--- src/rtl/hazard_ctrl_if.sv ---
// Stage handshake and hazard-control bundle between the LA32R pipeline stages and hazard_ctrl.
interface hazard_ctrl_if #(
    parameter int unsigned REG_W = 5,
    parameter int unsigned CNT_W = 32
);
    logic             ds_valid;
    logic [REG_W-1:0] ds_rj;
    logic [REG_W-1:0] ds_rk;
    logic             ds_use_rj;
    logic             ds_use_rk;
    logic             ds_we;
    logic [REG_W-1:0] ds_waddr;
    logic             ds_is_load;
    logic             ds_br_taken;
    logic             es_allow_in;
    logic             es_go;
    logic             ms_go;
    logic             ws_go;
    logic             ms_load_pending;
    logic             fs_ready;
    logic             ds_stall;
    logic [1:0]       fwd_sel1;
    logic [1:0]       fwd_sel2;
    logic             br_flush;
    logic [CNT_W-1:0] perf_stall_cnt;
    logic [CNT_W-1:0] perf_flush_cnt;

    modport master (
        output ds_valid, ds_rj, ds_rk, ds_use_rj, ds_use_rk, ds_we, ds_waddr,
               ds_is_load, ds_br_taken, es_allow_in, es_go, ms_go, ws_go,
               ms_load_pending, fs_ready,
        input  ds_stall, fwd_sel1, fwd_sel2, br_flush, perf_stall_cnt, perf_flush_cnt
    );

    modport slave (
        input  ds_valid, ds_rj, ds_rk, ds_use_rj, ds_use_rk, ds_we, ds_waddr,
               ds_is_load, ds_br_taken, es_allow_in, es_go, ms_go, ws_go,
               ms_load_pending, fs_ready,
        output ds_stall, fwd_sel1, fwd_sel2, br_flush, perf_stall_cnt, perf_flush_cnt
    );
endinterface

--- src/rtl/hazard_ctrl.sv ---
// Interlock/forwarding controller: shadow scoreboard of EXE/MEM/WB destinations driving ID stall,
// operand forwarding selects and branch flush. Optional perf counters under HAZARD_PERF_EN.
module hazard_ctrl #(
    parameter int unsigned REG_W = 5,
    parameter int unsigned CNT_W = 32
) (
    input logic          clk,
    input logic          reset,
    hazard_ctrl_if.slave bus
);
    typedef struct packed {
        logic             v;
        logic             we;
        logic [REG_W-1:0] waddr;
        logic             ld;
    } slot_t;

    typedef enum logic {FL_IDLE, FL_PEND} fl_state_t;

    localparam slot_t SLOT_EMPTY = '0;

    slot_t     es_q, ms_q, ws_q;
    slot_t     ds_slot;
    fl_state_t fl_q, fl_next;

    logic       issue;
    logic       stall_c;
    logic       br_resolve;
    logic [1:0] sel1_c, sel2_c;

    function automatic logic hit(input slot_t s, input logic [REG_W-1:0] a);
        return s.v && s.we && (s.waddr != '0) && (s.waddr == a);
    endfunction

    // Newest producer wins: EXE, then MEM, then WB, else register file
    function automatic logic [1:0] pick(input logic use_src, input logic [REG_W-1:0] a,
                                        input slot_t es, input slot_t ms, input slot_t ws);
        logic [1:0] sel;
        sel = 2'd0;
        if (use_src) begin
            if (hit(es, a))      sel = 2'd1;
            else if (hit(ms, a)) sel = 2'd2;
            else if (hit(ws, a)) sel = 2'd3;
        end
        return sel;
    endfunction

    function automatic logic src_stall(input logic use_src, input logic [REG_W-1:0] a,
                                       input slot_t es, input slot_t ms, input logic ld_pend);
        return use_src && ((hit(es, a) && es.ld) || (hit(ms, a) && ms.ld && ld_pend));
    endfunction

    // Hazard detection and branch resolution, all same-cycle with ID
    always_comb begin
        ds_slot    = SLOT_EMPTY;
        sel1_c     = 2'd0;
        sel2_c     = 2'd0;
        stall_c    = 1'b0;
        issue      = 1'b0;
        br_resolve = 1'b0;

        ds_slot.v     = 1'b1;
        ds_slot.we    = bus.ds_we;
        ds_slot.waddr = bus.ds_waddr;
        ds_slot.ld    = bus.ds_is_load;

        sel1_c  = pick(bus.ds_use_rj, bus.ds_rj, es_q, ms_q, ws_q);
        sel2_c  = pick(bus.ds_use_rk, bus.ds_rk, es_q, ms_q, ws_q);
        stall_c = bus.ds_valid &&
                  (src_stall(bus.ds_use_rj, bus.ds_rj, es_q, ms_q, bus.ms_load_pending) ||
                   src_stall(bus.ds_use_rk, bus.ds_rk, es_q, ms_q, bus.ms_load_pending));
        issue      = bus.ds_valid && !stall_c && bus.es_allow_in;
        br_resolve = bus.ds_valid && bus.ds_br_taken && !stall_c;
    end

    // Slot chain follows the stage handshakes one edge behind
    always_ff @(posedge clk or posedge reset) begin
        if (reset) begin
            es_q <= SLOT_EMPTY;
            ms_q <= SLOT_EMPTY;
            ws_q <= SLOT_EMPTY;
        end else begin
            if (issue)           es_q <= ds_slot;
            else if (bus.es_go)  es_q <= SLOT_EMPTY;

            if (bus.es_go)       ms_q <= es_q;
            else if (bus.ms_go)  ms_q <= SLOT_EMPTY;

            if (bus.ms_go)       ws_q <= ms_q;
            else if (bus.ws_go)  ws_q <= SLOT_EMPTY;
        end
    end

    always_ff @(posedge clk or posedge reset) begin
        if (reset) fl_q <= FL_IDLE;
        else       fl_q <= fl_next;
    end

    // Redirect held until fetch accepts it; acceptance beats a new request
    always_comb begin
        fl_next = fl_q;
        if (bus.fs_ready)     fl_next = FL_IDLE;
        else if (br_resolve)  fl_next = FL_PEND;
    end

    assign bus.ds_stall = stall_c;
    assign bus.fwd_sel1 = sel1_c;
    assign bus.fwd_sel2 = sel2_c;
    assign bus.br_flush = br_resolve || (fl_q == FL_PEND);

`ifdef HAZARD_PERF_EN
    logic [CNT_W-1:0] stall_cnt_q, flush_cnt_q;

    // Saturating event counters
    always_ff @(posedge clk or posedge reset) begin
        if (reset) begin
            stall_cnt_q <= '0;
            flush_cnt_q <= '0;
        end else begin
            if (stall_c && (stall_cnt_q != '1))    stall_cnt_q <= stall_cnt_q + CNT_W'(1);
            if (br_resolve && (flush_cnt_q != '1)) flush_cnt_q <= flush_cnt_q + CNT_W'(1);
        end
    end

    assign bus.perf_stall_cnt = stall_cnt_q;
    assign bus.perf_flush_cnt = flush_cnt_q;
`else
    assign bus.perf_stall_cnt = CNT_W'(0);
    assign bus.perf_flush_cnt = CNT_W'(0);
`endif
endmodule

--- src/flat_wrapper.sv ---
// flat-port wrapper written by rule: the top's interface ports become plain ports
module hazard_ctrl_flat 
#(
    parameter int unsigned REG_W = 5,
    parameter int unsigned CNT_W = 32
)
  (clk, reset, bus_ds_valid, bus_ds_rj, bus_ds_rk, bus_ds_use_rj, bus_ds_use_rk, bus_ds_we, bus_ds_waddr, bus_ds_is_load, bus_ds_br_taken, bus_es_allow_in, bus_es_go, bus_ms_go, bus_ws_go, bus_ms_load_pending, bus_fs_ready, bus_ds_stall, bus_fwd_sel1, bus_fwd_sel2, bus_br_flush, bus_perf_stall_cnt, bus_perf_flush_cnt);
  hazard_ctrl_if #(.REG_W(REG_W), .CNT_W(CNT_W)) bus_i ();
  input logic clk;
  input logic reset;
  input wire logic [$bits(bus_i.ds_valid)-1:0] bus_ds_valid;
  input wire logic [$bits(bus_i.ds_rj)-1:0] bus_ds_rj;
  input wire logic [$bits(bus_i.ds_rk)-1:0] bus_ds_rk;
  input wire logic [$bits(bus_i.ds_use_rj)-1:0] bus_ds_use_rj;
  input wire logic [$bits(bus_i.ds_use_rk)-1:0] bus_ds_use_rk;
  input wire logic [$bits(bus_i.ds_we)-1:0] bus_ds_we;
  input wire logic [$bits(bus_i.ds_waddr)-1:0] bus_ds_waddr;
  input wire logic [$bits(bus_i.ds_is_load)-1:0] bus_ds_is_load;
  input wire logic [$bits(bus_i.ds_br_taken)-1:0] bus_ds_br_taken;
  input wire logic [$bits(bus_i.es_allow_in)-1:0] bus_es_allow_in;
  input wire logic [$bits(bus_i.es_go)-1:0] bus_es_go;
  input wire logic [$bits(bus_i.ms_go)-1:0] bus_ms_go;
  input wire logic [$bits(bus_i.ws_go)-1:0] bus_ws_go;
  input wire logic [$bits(bus_i.ms_load_pending)-1:0] bus_ms_load_pending;
  input wire logic [$bits(bus_i.fs_ready)-1:0] bus_fs_ready;
  output wire logic [$bits(bus_i.ds_stall)-1:0] bus_ds_stall;
  output wire logic [$bits(bus_i.fwd_sel1)-1:0] bus_fwd_sel1;
  output wire logic [$bits(bus_i.fwd_sel2)-1:0] bus_fwd_sel2;
  output wire logic [$bits(bus_i.br_flush)-1:0] bus_br_flush;
  output wire logic [$bits(bus_i.perf_stall_cnt)-1:0] bus_perf_stall_cnt;
  output wire logic [$bits(bus_i.perf_flush_cnt)-1:0] bus_perf_flush_cnt;
  assign bus_i.ds_valid = bus_ds_valid;
  assign bus_i.ds_rj = bus_ds_rj;
  assign bus_i.ds_rk = bus_ds_rk;
  assign bus_i.ds_use_rj = bus_ds_use_rj;
  assign bus_i.ds_use_rk = bus_ds_use_rk;
  assign bus_i.ds_we = bus_ds_we;
  assign bus_i.ds_waddr = bus_ds_waddr;
  assign bus_i.ds_is_load = bus_ds_is_load;
  assign bus_i.ds_br_taken = bus_ds_br_taken;
  assign bus_i.es_allow_in = bus_es_allow_in;
  assign bus_i.es_go = bus_es_go;
  assign bus_i.ms_go = bus_ms_go;
  assign bus_i.ws_go = bus_ws_go;
  assign bus_i.ms_load_pending = bus_ms_load_pending;
  assign bus_i.fs_ready = bus_fs_ready;
  assign bus_ds_stall = bus_i.ds_stall;
  assign bus_fwd_sel1 = bus_i.fwd_sel1;
  assign bus_fwd_sel2 = bus_i.fwd_sel2;
  assign bus_br_flush = bus_i.br_flush;
  assign bus_perf_stall_cnt = bus_i.perf_stall_cnt;
  assign bus_perf_flush_cnt = bus_i.perf_flush_cnt;
  hazard_ctrl #(.REG_W(REG_W), .CNT_W(CNT_W)) u_core (.clk(clk), .reset(reset), .bus(bus_i));
endmodule
--- config.mk ---
export PLATFORM = sky130hd
export DESIGN_NAME = hazard_ctrl_flat
export DESIGN_NICKNAME = d
export VERILOG_FILES = /design/src/rtl/hazard_ctrl_if.sv /design/src/rtl/hazard_ctrl.sv /design/src/flat_wrapper.sv
export SDC_FILE = /design/constraint.sdc
export NUM_CORES = 1
export LEC_CHECK = 0
export ABC_CLOCK_PERIOD_IN_PS = 2300
export BUFFER_PORTS_ARGS = -buffer_cell sky130_fd_sc_hd__buf_4
export CORE_MARGIN = 5
export CORE_UTILIZATION = 47
export DETAILED_ROUTE_END_ITERATION = 7
export MAX_ROUTING_LAYER = met4
export PLACE_DENSITY = 0.81
export SLEW_MARGIN = 30
export SYNTH_ARGS = -nofsm -noshare
export SYNTH_HDL_FRONTEND = slang
export SYNTH_SLANG_ARGS = --single-unit
--- constraint.sdc ---
create_clock -name clk -period 2.3 [get_ports clk]
set_input_delay 0.46 -clock clk [delete_from_list [all_inputs] [get_ports clk]]
set_output_delay 0.46 -clock clk [all_outputs]
set_load 0.1 [all_outputs]
==> insert_results.sql <==
INSERT INTO impl_metrics (metric_group, metric, value, unit) VALUES
('status', 'outcome', 'finished with violations', ''),
('status', 'failed_checks', 'negative setup slack', ''),
('critical_path', 'crit_family', 'simple AND/OR/NAND/NOR gates', ''),
('synthesis', 'dominant_cells_by_area_after_synthesis', 'sky130_fd_sc_hd__dfrtp_1 29%, sky130_fd_sc_hd__buf_4 23%, sky130_fd_sc_hd__xor2_1 8.1%', ''),
('cells_and_area', 'antenna_cells_inserted', '0', ''),
('sta', 'setup_viol', '13', ''),
('pwr', 'worst_ir_drop_vdd', '0.318', 'mV'),
('clock_tree', 'worst_case_clock_buffer_depth', '2', ''),
('cells_and_area', 'layout.nets', '325', ''),
('critical_path', 'crit_top_cell', 'sky130_fd_sc_hd__or4_4', ''),
('critical_path', 'reg2reg_to', 'u_core.es_q[3]$_DFFE_PP0P_', ''),
('cells_and_area', 'flow.area_growth_from_synthesis', '26.8', '%'),
('sta', 'minimum_setup_slack_in_the_final_design', '-0.286', 'ns'),
('place', 'routability_congestion_estimate', '0.909', ''),
('global_route', 'grt_overflow_total', '0', ''),
('sta', 'finalCriticalPeriod', '2.59', 'ns'),
('floorplan', 'ioPinCount', '99', ''),
('synthesis', 'synthSimpleGateAreaFrac', '0.194', ''),
('clock_tree', 'cts_inserted_buffers', '3', ''),
('critical_path', 'critPathKind', 'flip-flop to primary output', ''),
('clock_tree', 'clock_pin_slew_of_the_registers_on_the_worst_case_setup_and_hold_paths', '0.09', 'ns'),
('synthesis', 'dominantRegCellSynth', 'sky130_fd_sc_hd__dfrtp_1', ''),
('pwr', 'design_power_total', '1.52', 'mW'),
('floorplan', 'die-height', '76.2', 'um'),
('synthesis', 'yosys_warnings', '0', ''),
('routing', 'detail_route.vias_per_cell', '4.61', ''),
('critical_path', 'crit_fanout', '4', ''),
('place', 'post-place-cells', '336', ''),
('critical_path', 'critical_path.endpoint_type', 'primary output', ''),
('pwr', 'p_per_area', '580', 'nW/um^2'),
('global_route', 'grt_use_total', '0.155', ''),
('critical_path', 'start_kind', 'flip-flop', ''),
('global_route', 'grt_start_max_net_pins', '25', ''),
('global_route', 'grt_antenna_before_repair', '0', ''),
('hold_path', 'hold_class', 'input port to asynchronous set/reset pin', ''),
('routing', 'drt_wl_total', '4900', 'um'),
('routing', 'first_pass_drt_iterations', '5', ''),
('critical_path', 'crit_path_max_incr_delay', '0.54', 'ns'),
('cells_and_area', 'drive_gt1_frac', '0.336', ''),
('critical_path', 'cp_data_required_time', '1.84', 'ns'),
('floorplan', 'die-area', '5810', 'um^2'),
('run', 'drv_cap', '0', ''),
('synthesis', 'synthCells', '231', ''),
('place', 'port_buffers', '34', ''),
('clock_tree', 'numClockSinks', '24', ''),
('place', 'placed_cell_area', '2340', 'um^2'),
('synthesis', 'synth_compound_area_frac', '0.0910', ''),
('global_route', 'grt_first_pass_wirelength', '7220', 'um'),
('sta', 'max_clock_freq', '0.387', 'GHz'),
('sta', 'layout_worst_path_cycle_share', '1.12', ''),
('synthesis', 'yosysTopAreaCellShare', '0.291', ''),
('critical_path', 'worst_r2r_startpoint', 'u_core.es_q[3]$_DFFE_PP0P_', ''),
('routing', 'drt.antenna.violating_nets', '0', ''),
('sta', 'final-hold-violation-count', '0', ''),
('synthesis', 'netlist_top_cells_count', '64 x sky130_fd_sc_hd__buf_4, 24 x sky130_fd_sc_hd__dfrtp_1, 19 x sky130_fd_sc_hd__nand2_1, 19 x sky130_fd_sc_hd__xor2_1, 18 x sky130_fd_sc_hd__o21ai_0', ''),
('clock_tree', 'post_cts_hold_buffer_count', '0', ''),
('floorplan', 'floorplan.core_area', '4290', 'um^2'),
('routing', 'drcViolationCount', '0', ''),
('synthesis', 'synth-edff-count', '0', ''),
('synthesis', 'synth_top_cell_by_area', 'sky130_fd_sc_hd__dfrtp_1', ''),
('synthesis', 'synth-xor-area-share', '0.127', ''),
('synthesis', 'synth.distinct_cells', '32', ''),
('critical_path', 'critical-path-slowest-cell', 'sky130_fd_sc_hd__or4_4', ''),
('synthesis', 'asyncSetResetFlopFracSynth', '1.00', ''),
('floorplan', 'start_util', '0.480', ''),
('synthesis', 'synth_mux_area_frac', '0.0510', ''),
('routing', 'wl_per_cell', '14.1', 'um'),
('critical_path', 'critical_path.n_buffers_inverters', '1', ''),
('synthesis', 'synth_most_common_cell', 'sky130_fd_sc_hd__buf_4', ''),
('cells_and_area', 'final_cell_area', '2610', 'um^2'),
('place', 'detailedPlacementHpwl', '3750', 'um');
## metal layers
| layer | up-vias | share of wire | GRT usage |
|---|---|---|---|
| met4 | 0 | 0.0071 | 0.0472 |
| met5 | - | 0 | - |
| li1 | 762 | - | - |
| met3 | 5 | 0.066 | 0.0307 |
| met2 | 65 | 0.54 | 0.271 |
| met1 | 768 | 0.39 | 0.178 |
## worst register-to-register path, delay by kind of cell (launching register included)
kind	cells	cell delay, ns
AO/OA/AOI/OAI	2	0.35
buffers and inverters	2	0.32
flip-flops	1	0.40
multiplexers	1	0.32
AND/OR/NAND/NOR	3	0.89
## layout by cell type, fill, tap and decap left out, types with 3 or more instances in the layout
cell                       count
sky130_fd_sc_hd__nor2_1        3
sky130_fd_sc_hd__o21ai_0      14
sky130_fd_sc_hd__nor2b_1       8
sky130_fd_sc_hd__nand2_1      19
sky130_fd_sc_hd__dfrtp_1      23
sky130_fd_sc_hd__nand2b_1     14
sky130_fd_sc_hd__clkbuf_8      4
sky130_fd_sc_hd__xnor2_2       3
sky130_fd_sc_hd__nand3_1       6
sky130_fd_sc_hd__buf_12        6
sky130_fd_sc_hd__nor3_1        3
sky130_fd_sc_hd__xnor2_1       8
sky130_fd_sc_hd__conb_1       64
sky130_fd_sc_hd__nand4_1       4
sky130_fd_sc_hd__buf_4        57
sky130_fd_sc_hd__mux2_4        7
sky130_fd_sc_hd__and2_4        3
sky130_fd_sc_hd__xor2_1       19
## worst max-delay path by stage
stage | slack (ns) | start | cells past startpoint | to
finish | -0.29 | u_core.es_q[3]$_DFFE_PP0P_ | 6 | bus_br_flush
global route | -0.36 | u_core.es_q[3]$_DFFE_PP0P_ | 6 | bus_br_flush
CTS | -0.27 | u_core.ms_q[1]$_DFFE_PP0P_ | 6 | bus_br_flush
detailed placement | -0.22 | bus_ds_rj[1] | 8 | bus_ds_stall
global placement | -0.17 | bus_ds_rj[0] | 7 | bus_ds_stall
floorplan | -0.23 | u_core.es_q[3]$_DFFE_PP0P_ | 5 | bus_br_flush
## flip-flops by register name (all words and copies together) (netlist names)
| name | flops |
|---|---|
| u_core.fl_q | 1 |
| u_core.ms_q | 8 |
| u_core.es_q | 8 |
| u_core.ws_q | 7 |
## power breakdown
part           switching, mW  internal [mW]  leakage, nW  total [mW]
Clock                  0.137          0.153       0.0288       0.289
Combinational          0.592          0.155        0.929       0.748
Sequential            0.0302          0.450        0.318       0.480
Total                  0.759          0.758         1.28        1.52
## cell type report
type	count	area (um^2)
inverter	2	7.51
multi-input combinational	200	1310
clock buffer	4	55.1
timing repair buffer	65	571
tap	52	65.1
sequential	24	602
fill	360	1680
## metrics by stage
stage	hold slack [ns]	setup slack (ns)	TNS, ns	util
after floorplan	0.455	-0.232	-0.344	-
after global placement	0.478	-0.171	-0.343	0.545
after detailed placement	0.479	-0.225	-0.472	0.545
after CTS	0.240	-0.274	-1.27	0.582
after global routing	0.261	-0.358	-2.92	0.609
final	0.231	-0.286	-2.04	0.609
## cell families (layout without fill, tap and decap cells)
group | after synthesis | in the layout
simple gates | 71 | 71
buf+inv | 70 | 71
xor+xnor | 30 | 30
compound gates | 28 | 28
flops | 24 | 24
mux | 7 | 7
other cells | 1 | 64
## what timing repair did
item | CTS | global route
pin swaps | 7 | 6
setup buffers | 2 | 5
endpoints found under the setup margin | 6 | 13
cloned | 0 | 0
gates resized for setup | 23 | 16
Power figures use the tool's default switching activity.
